$ cat config.mk
export PLATFORM = sky130hd
export DESIGN_NAME = mem_align_unit
export DESIGN_NICKNAME = d
export VERILOG_FILES = /design/src/rtl/mem_align_unit.sv
export SDC_FILE = /design/constraint.sdc
export NUM_CORES = 1
export LEC_CHECK = 0
export CAP_MARGIN = 20
export CORE_MARGIN = 2
export CORE_UTILIZATION = 44
export CTS_BUF_LIST = sky130_fd_sc_hd__clkbuf_4 sky130_fd_sc_hd__clkbuf_8
export DETAILED_ROUTE_END_ITERATION = 8
export PLACE_DENSITY = 0.84
export SLEW_MARGIN = 20
export SYNTH_ARGS = -nofsm -noshare
export SYNTH_HDL_FRONTEND = slang
export SYNTH_SLANG_ARGS = --single-unit
$ cat constraint.sdc
create_clock -name clk -period 3.55 [get_ports clk]
set_clock_uncertainty 0.2 [all_clocks]
set_input_delay 0.71 -clock clk [delete_from_list [all_inputs] [get_ports clk]]
set_output_delay 0.71 -clock clk [all_outputs]
set_load 0.03 [all_outputs]
$ cat src/rtl/mem_align_unit.sv
// mem_align_unit: splits misaligned LW/LH/LHU/SW/SH accesses into little-endian byte accesses
// Ports: req_* is the MEM-stage access; stall holds the pipeline while a split is in flight;
//   resp_valid/resp_rdata/resp_fault report completion; misalign_count counts misaligned starts
//   (saturating); mem_* drive the data memory and mem_rd is its read data.
// Option: define MISALIGN_TRAP_EN to trap misaligned accesses instead of splitting them.
module mem_align_unit #(
  parameter int DM_ADDRESS = 9,
  parameter int DATA_W     = 32
) (
  input  logic                  clk,
  input  logic                  reset,
  input  logic                  req_valid,
  input  logic                  req_read,
  input  logic                  req_write,
  input  logic [DM_ADDRESS-1:0] req_addr,
  input  logic [2:0]            req_funct3,
  input  logic [DATA_W-1:0]     req_wdata,
  output logic                  stall,
  output logic                  resp_valid,
  output logic [DATA_W-1:0]     resp_rdata,
  output logic                  resp_fault,
  output logic [15:0]           misalign_count,
  output logic                  mem_read,
  output logic                  mem_write,
  output logic [DM_ADDRESS-1:0] mem_a,
  output logic [DATA_W-1:0]     mem_wd,
  output logic [2:0]            mem_funct3,
  input  logic [DATA_W-1:0]     mem_rd
);
  typedef enum logic {IDLE, SPLIT} state_t;
  state_t state_q, state_d;
  logic [1:0] k_q, k_d, lastk;
  logic [DATA_W-1:0] acc_q, acc_d, asm_w, ext_w;
  logic [15:0] cnt_q, cnt_d;
  logic ld, st, w4, mis, start;
  assign ld = req_read;
  assign st = req_write & ~req_read;
  assign w4 = req_funct3 == 3'b010;
  assign mis = req_valid & (ld | st) &
               ((w4 & |req_addr[1:0]) | ((req_funct3 == 3'b001 | req_funct3 == 3'b101) & req_addr[0]));
  assign lastk = w4 ? 2'd3 : 2'd1;
  assign misalign_count = cnt_q;
  // Accumulator with the byte arriving this cycle merged in at lane k.
  always_comb begin
    asm_w = acc_q;
    asm_w[{k_q, 3'b000} +: 8] = mem_rd[7:0];
  end
  assign ext_w = w4 ? asm_w : {{(DATA_W-16){req_funct3 == 3'b001 & asm_w[15]}}, asm_w[15:0]};
  always_comb begin
    state_d    = state_q;
    k_d        = k_q;
    acc_d      = acc_q;
    cnt_d      = cnt_q;
    start      = 1'b0;
    mem_a      = req_addr;
    mem_wd     = req_wdata;
    mem_funct3 = req_funct3;
    mem_read   = req_valid & ld;
    mem_write  = req_valid & st;
    stall      = 1'b0;
    resp_valid = req_valid;
    resp_rdata = mem_rd;
    resp_fault = 1'b0;
`ifdef MISALIGN_TRAP_EN
    if (mis) begin
      mem_read   = 1'b0;
      mem_write  = 1'b0;
      resp_fault = 1'b1;
      resp_rdata = '0;
      start      = 1'b1;
    end
`else
    // k_q is 0 whenever the FSM is idle, so cycle 0 shares the split datapath.
    if (state_q == SPLIT || mis) begin
      mem_a      = req_addr + DM_ADDRESS'(k_q);
      mem_wd     = DATA_W'(req_wdata[{k_q, 3'b000} +: 8]);
      mem_funct3 = {ld, 2'b00};
      stall      = 1'b1;
      resp_valid = 1'b0;
      resp_rdata = ext_w;
      acc_d      = asm_w;
      if (!req_valid) begin
        stall   = 1'b0;
        state_d = IDLE;
        k_d     = 2'd0;
      end else if (state_q == IDLE) begin
        state_d = SPLIT;
        k_d     = 2'd1;
        start   = 1'b1;
      end else if (k_q == lastk) begin
        stall      = 1'b0;
        resp_valid = 1'b1;
        state_d    = IDLE;
        k_d        = 2'd0;
      end else begin
        k_d = k_q + 2'd1;
      end
    end
`endif
    if (start && cnt_q != 16'hFFFF) cnt_d = cnt_q + 16'd1;
    if (reset) begin
      mem_read   = 1'b0;
      mem_write  = 1'b0;
      stall      = 1'b0;
      resp_valid = 1'b0;
      resp_fault = 1'b0;
    end
  end
  always_ff @(posedge clk) begin
    if (reset) begin
      state_q <= IDLE;
      k_q     <= '0;
      acc_q   <= '0;
      cnt_q   <= '0;
    end else begin
      state_q <= state_d;
      k_q     <= k_d;
      acc_q   <= acc_d;
      cnt_q   <= cnt_d;
    end
  end
endmodule

After elaboration in Yosys (flattened, before gate mapping)
Index checks and enable logic that the tools add are counted.
- multiplexer cells: 25
- reduce and logical (&&, ||, !) cells: 3
- add/subtract/negate cells: 4
- shift operators: 3
- eq/ne operators: 5
- bitwise logic cells: 12
- operator list (cell ; count):
    $mux W32 ; 3
    $bwmux W32 ; 1
    $shift A8 B7 Y32 const A ; 1
    $shiftx A32 B6 Y8 ; 1
    $shiftx A8 B7 Y32 ; 1
    $add A16 B1 Y16 const B ; 1
    $ne A16 B16 Y1 const B ; 1
    $mux W1 ; 15
    $add A9 B2 Y9 ; 1
    $mux W9 ; 1
    $and A1 B1 Y1 ; 8
    $mux W2 ; 4
    $neg A5 Y7 ; 1
    $eq A3 B1 Y1 const B ; 1
    $eq A3 B2 Y1 const B ; 1
    $eq A3 B3 Y1 const B ; 1
    $mux W3 ; 1
    $or A1 B1 Y1 ; 3
    $add A2 B1 Y2 const B ; 1
    $eq A2 B2 Y1 ; 1
    $reduce_or A2 Y1 ; 1
    $logic_and A1 B1 Y1 ; 1
    $logic_or A1 B1 Y1 ; 1
    $not A1 Y1 ; 1
- input bits: 81
- output and inout bits: 97
- flip-flop bits (word level): 51
- logic and storage cells: 56

Depth between registers and ports, before layout
- word-level depth: 8
- depth in mapped cells: 8

Worst setup path before layout
No wires, ideal clock.
- kind: register -> output
- start point: reg k_q[0]
- end point: out resp_rdata[21]
- arrival time: 2.410 ns
- cell stages (with the launch flop): 9
- required time: 2.640 ns
- buffers on the path: 2
- slack: 0.230 ns
- cells stage by stage: dfxtp_1 > inv_1 > clkbuf_1 > ha_1 > and4b_1 > mux2i_1 > a2111oi_4 > buf_2 > a211o_1
- longest elaborated chain between the ends: 6
- elaborated cells on any way between the ends: 7
- ends and longest elaborated chain (item ; RTL line ; RTL):
    start: declaration ; 32 ; logic [1:0] k_q, k_d, lastk;
    start signal: assignment ; 117 ; k_q <= k_d;
    $neg A5 Y7 * ; 46 ; asm_w[{k_q, 3'b000} +: 8] = mem_rd[7:0];
    $shiftx A8 B7 Y32 or $shift A8 B7 Y32 (tied branches) ; 46 ;
    $bwmux W32 * ; 46 ;
    $and A1 B1 Y1 ; 48 ; assign ext_w = w4 ? asm_w : {{(DATA_W-16){req_funct3 == 3'b001 & asm_w[15]}}, asm_w[15:0]};
    $mux W32 * ; 48 ;
    $mux W32 * ; 74 ; if (state_q == SPLIT || mis) begin
    end: declaration ; 20 ; output logic [DATA_W-1:0] resp_rdata,
Mark *: on every way between the ends. The rest lies on a longest branch, timed or not.

Final worst setup path
- start point: in mem_rd[7]
- end point: out resp_rdata[31]
- longest elaborated chain between the ends: 5
- ends and longest elaborated chain (item ; RTL line ; RTL):
    start: declaration ; 28 ; input logic [DATA_W-1:0] mem_rd
    $shiftx A8 B7 Y32 * ; 46 ;
    $bwmux W32 * ; 46 ;
    $and A1 B1 Y1 ; 48 ;
    $mux W32 * ; 48 ;
    $mux W32 * ; 74 ;
Marked as above.

==> flow_summary_export.csv <==
group,metric,value,unit
outcome,outcome,"completed",
setup_path,timing.rr.end,"acc_q[18]",
grt,grt_pass1_vias,4697,
cells_and_area,multi_input_area,2858,um^2
cells_and_area,final_common_cell,"buf_4",
cells_and_area,area_growth,51.99,%
power,ir_worst_vdd,0.1621,mV
cts,clk_path_buf_depth,2,
synthesis,synth_cells,493,
synthesis,avgSynthCellArea,8.162,um^2
timing,fin_crit_sh,96.24,%
timing,relSlewSlack,35.97,%
floorplanning,row_count,34,
worst_hold_path,hold_class,"register to register",
setup_path,path_class,"input port to output pin",
drt,vias,4735,
setup_path,r2r_cells,8,
timing,grt_setup_unrepaired,"false",
synthesis,syn_area,4024,um^2
power,leakagePower,2.454,nW
timing,min_period,3.416,ns
setup_path,cp_common_cell,"buf_4",
worst_hold_path,hold_depth,2,
synthesis,synth_seq_cells,51,
cts,cts_hold_buf,0,
synthesis,syn_nets,583,
grt,grt_overflow,0,
cells_and_area,fillers,697,
cts,numCtsBuffers,5,
synthesis,synth_cell_types,67,
cells_and_area,regArea,1021,um^2
cells_and_area,finalNetCount,765,
setup_path,crit_arrival,2.51,ns
setup_path,end_kind,"output pin",
drt,dr.pass1.iters,4,
setup_path,slowest_stage,"clkdlybuf4s50_1",
floorplanning,die_h,99.63,um
cts,clkLatencyLatePin,0.31,ns
grt,grt_max_degree,70,
worst_hold_path,whs_endpoint,"acc_q[13]",
cts,cts_tree,"done",
timing,slew_viol_final,0,
floorplanning,fp.dieW,99.63,um
synthesis,yosys_warnings,0,
drt,wirelength,14730,um
power,power.total,0.001501,W
placement,port_buffers,176,
timing,timing.fmax,292.7,MHz
floorplanning,core,8806,um^2
floorplanning,io_pins,178,
setup_path,cp.required,2.64,ns
setup_path,worst_path_largest_cell_delay,0.44,ns
drt,initialDrtViolationCount,291,
grt,grt_pass1_wl,23240,um
setup_path,cpLargestDelayFamily,"buffers and inverters",
timing,hold_viol,0,
cts,clkSinkCount,51,
setup_path,r2r-start,"k_q[0]",
setup_path,crit_fanout,8,
flow_run,maxCapViolations,0,
floorplanning,die_area,9926,um^2
timing,setup_viol,0,
timing,setup_tns,0,ns
setup_path,crit_buf_inv,4,
cts,h-tree-depth,2,
synthesis,ys.flop_type,"dfxtp_1",
timing,worst_pin_slew,0.9570,ns
timing,setup_ws,0.1335,ns
drt,post_drt_via_cell_ratio,6.040,
drt,antenna_left,0,
synthesis,synth-edff-count,0,
setup_path,path_cells,"clkdlybuf4s50_1 > and4b_1 > mux2i_2 > a2111oi_4 > buf_4 > buf_12 > a211o_1 > buf_4",
cts,path_clk_slew,0.09,ns
power,p_per_area,245.4,nW/um^2
floorplanning,start_util,45.69,%
placement,dp_hpwl,11030,um
cts,cts_root_buffer,"clkbuf_8",
setup_path,rrSetupSlack,0.84,ns
worst_hold_path,hold_start,"acc_q[13]",
placement,dp_slack,-0.1781,ns
setup_path,cp-start-kind,"input port",
drt,post-route-drc-count,0,
grt,grtUsageTotal,28.27,%
placement,gp_congestion,0.9282,
synthesis,async_reset_ff_share,0,%
cells_and_area,final_cell_mix,"buf_4 (100), clkdlybuf4s50_1 (89), dfxtp_1 (51), nand2b_1 (34), nor2_1 (31)",
grt,grt_antenna_before_repair,0,
cells_and_area,layout-drive-gt1-share,24.70,%
cells_and_area,num_antenna_cells,0,
drt,wl_per_cell,18.79,um
synthesis,synth-seq-area-share,25.37,%
==> cells by family (layout without fill, tap and decap cells) <==
kind of cell | after synthesis | count (layout) | synth area share [%]
other | 1 | 1 | 0.09319
DFF | 51 | 51 | 25.37
muxes | 17 | 17 | 4.695
buffers and inverters | 53 | 236 | 5.224
and+or+nand+nor | 205 | 205 | 30.54
xor gates and xnor gates | 8 | 8 | 1.741
adders and majority gates | 9 | 9 | 2.985
AOI/OAI and AO/OA | 149 | 149 | 29.35
==> synthesized netlist by cell type, types with 11 or more instances <==
cell type / n / area (um^2)
o32ai_1: 20 / 175.2
nand3_1: 14 / 70.07
a211o_1: 24 / 210.2
nand2_1: 17 / 63.81
nor2b_1: 22 / 137.6
clkbuf_1: 31 / 116.4
mux2_2: 14 / 157.7
a22o_1: 16 / 140.1
nor2_1: 33 / 123.9
inv_1: 13 / 48.80
dfxtp_1: 51 / 1021
and3_1: 29 / 181.4
a211oi_1: 11 / 82.58
a21oi_1: 25 / 125.1
nand2b_1: 34 / 212.7
==> per-layer routing <==
metal / up-vias / GRT usage, % / routed length (um)
li1: 2225 / - / -
met1: 2260 / 36.30 / 6179
met4: 0 / 7.165 / 291
met5: - / 0 / 0
met3: 30 / 4.779 / 1028
met2: 220 / 49.22 / 7228
==> flip-flops by register name, indices dropped and copies added (netlist names) <==
signal / flops
acc_q: 32
misalign_count: 16
k_q: 2
state_q: 1
==> worst min-delay path: stages (launching register included) <==
cell and delay [ns]:
dfxtp_1 0.32, nand2b_1 0.06, o32ai_1 0.06
==> cell type report <==
| type | count | share of cell area [%] |
|---|---|---|
| clock buffer | 7 | 1.371 |
| timing repair buffer | 214 | 32.06 |
| clock inverter | 1 | 0.08183 |
| tap | 108 | 2.209 |
| inverter | 14 | 0.8592 |
| sequential | 51 | 16.69 |
| multi-input combinational | 389 | 46.73 |
==> where the power goes <==
group	switching, W	internal (W)	leakage (nW)
combinational	0.000308	0.000258	1.99
sequential	0.00000552	0.000579	0.411
clock	0.000195	0.000154	0.0491
==> per-stage QoR <==
stage | instances | cell area, um^2 | utilization, % | hold WS (ns)
finish | 784 | 6116 | 69.45 | 0.2831
global route | 784 | 6116 | 69.45 | 0.3081
CTS | 781 | 5989 | 68.02 | 0.2822
detailed placement | 773 | 5898 | 66.98 | 0.2677
global placement | 773 | 5898 | 66.98 | 0.2618
floorplan | 493 | 4024 | - | 0.2487
==> how the worst max path moves through the flow <==
stage / startpoint / to / slack (ns) / depth (start not counted)
after floorplan: k_q[0] / resp_rdata[21] / 0.23 / 8
after global placement: req_funct3[0] / mem_wd[0] / -0.13 / 7
after detailed placement: req_funct3[0] / mem_wd[3] / -0.18 / 7
after CTS: req_funct3[0] / resp_rdata[16] / 0.0002 / 8
after global routing: k_q[0] / resp_rdata[23] / 0.03 / 9
final: mem_rd[7] / resp_rdata[31] / 0.13 / 8
==> what timing repair did <==
item                       CTS  global route
gates cloned                 0             1
gates resized for setup      9            23
setup buffers                0             2
setup endpoints to repair   33            43
pin swaps                    1             7
(Power assumes the default switching activity.)
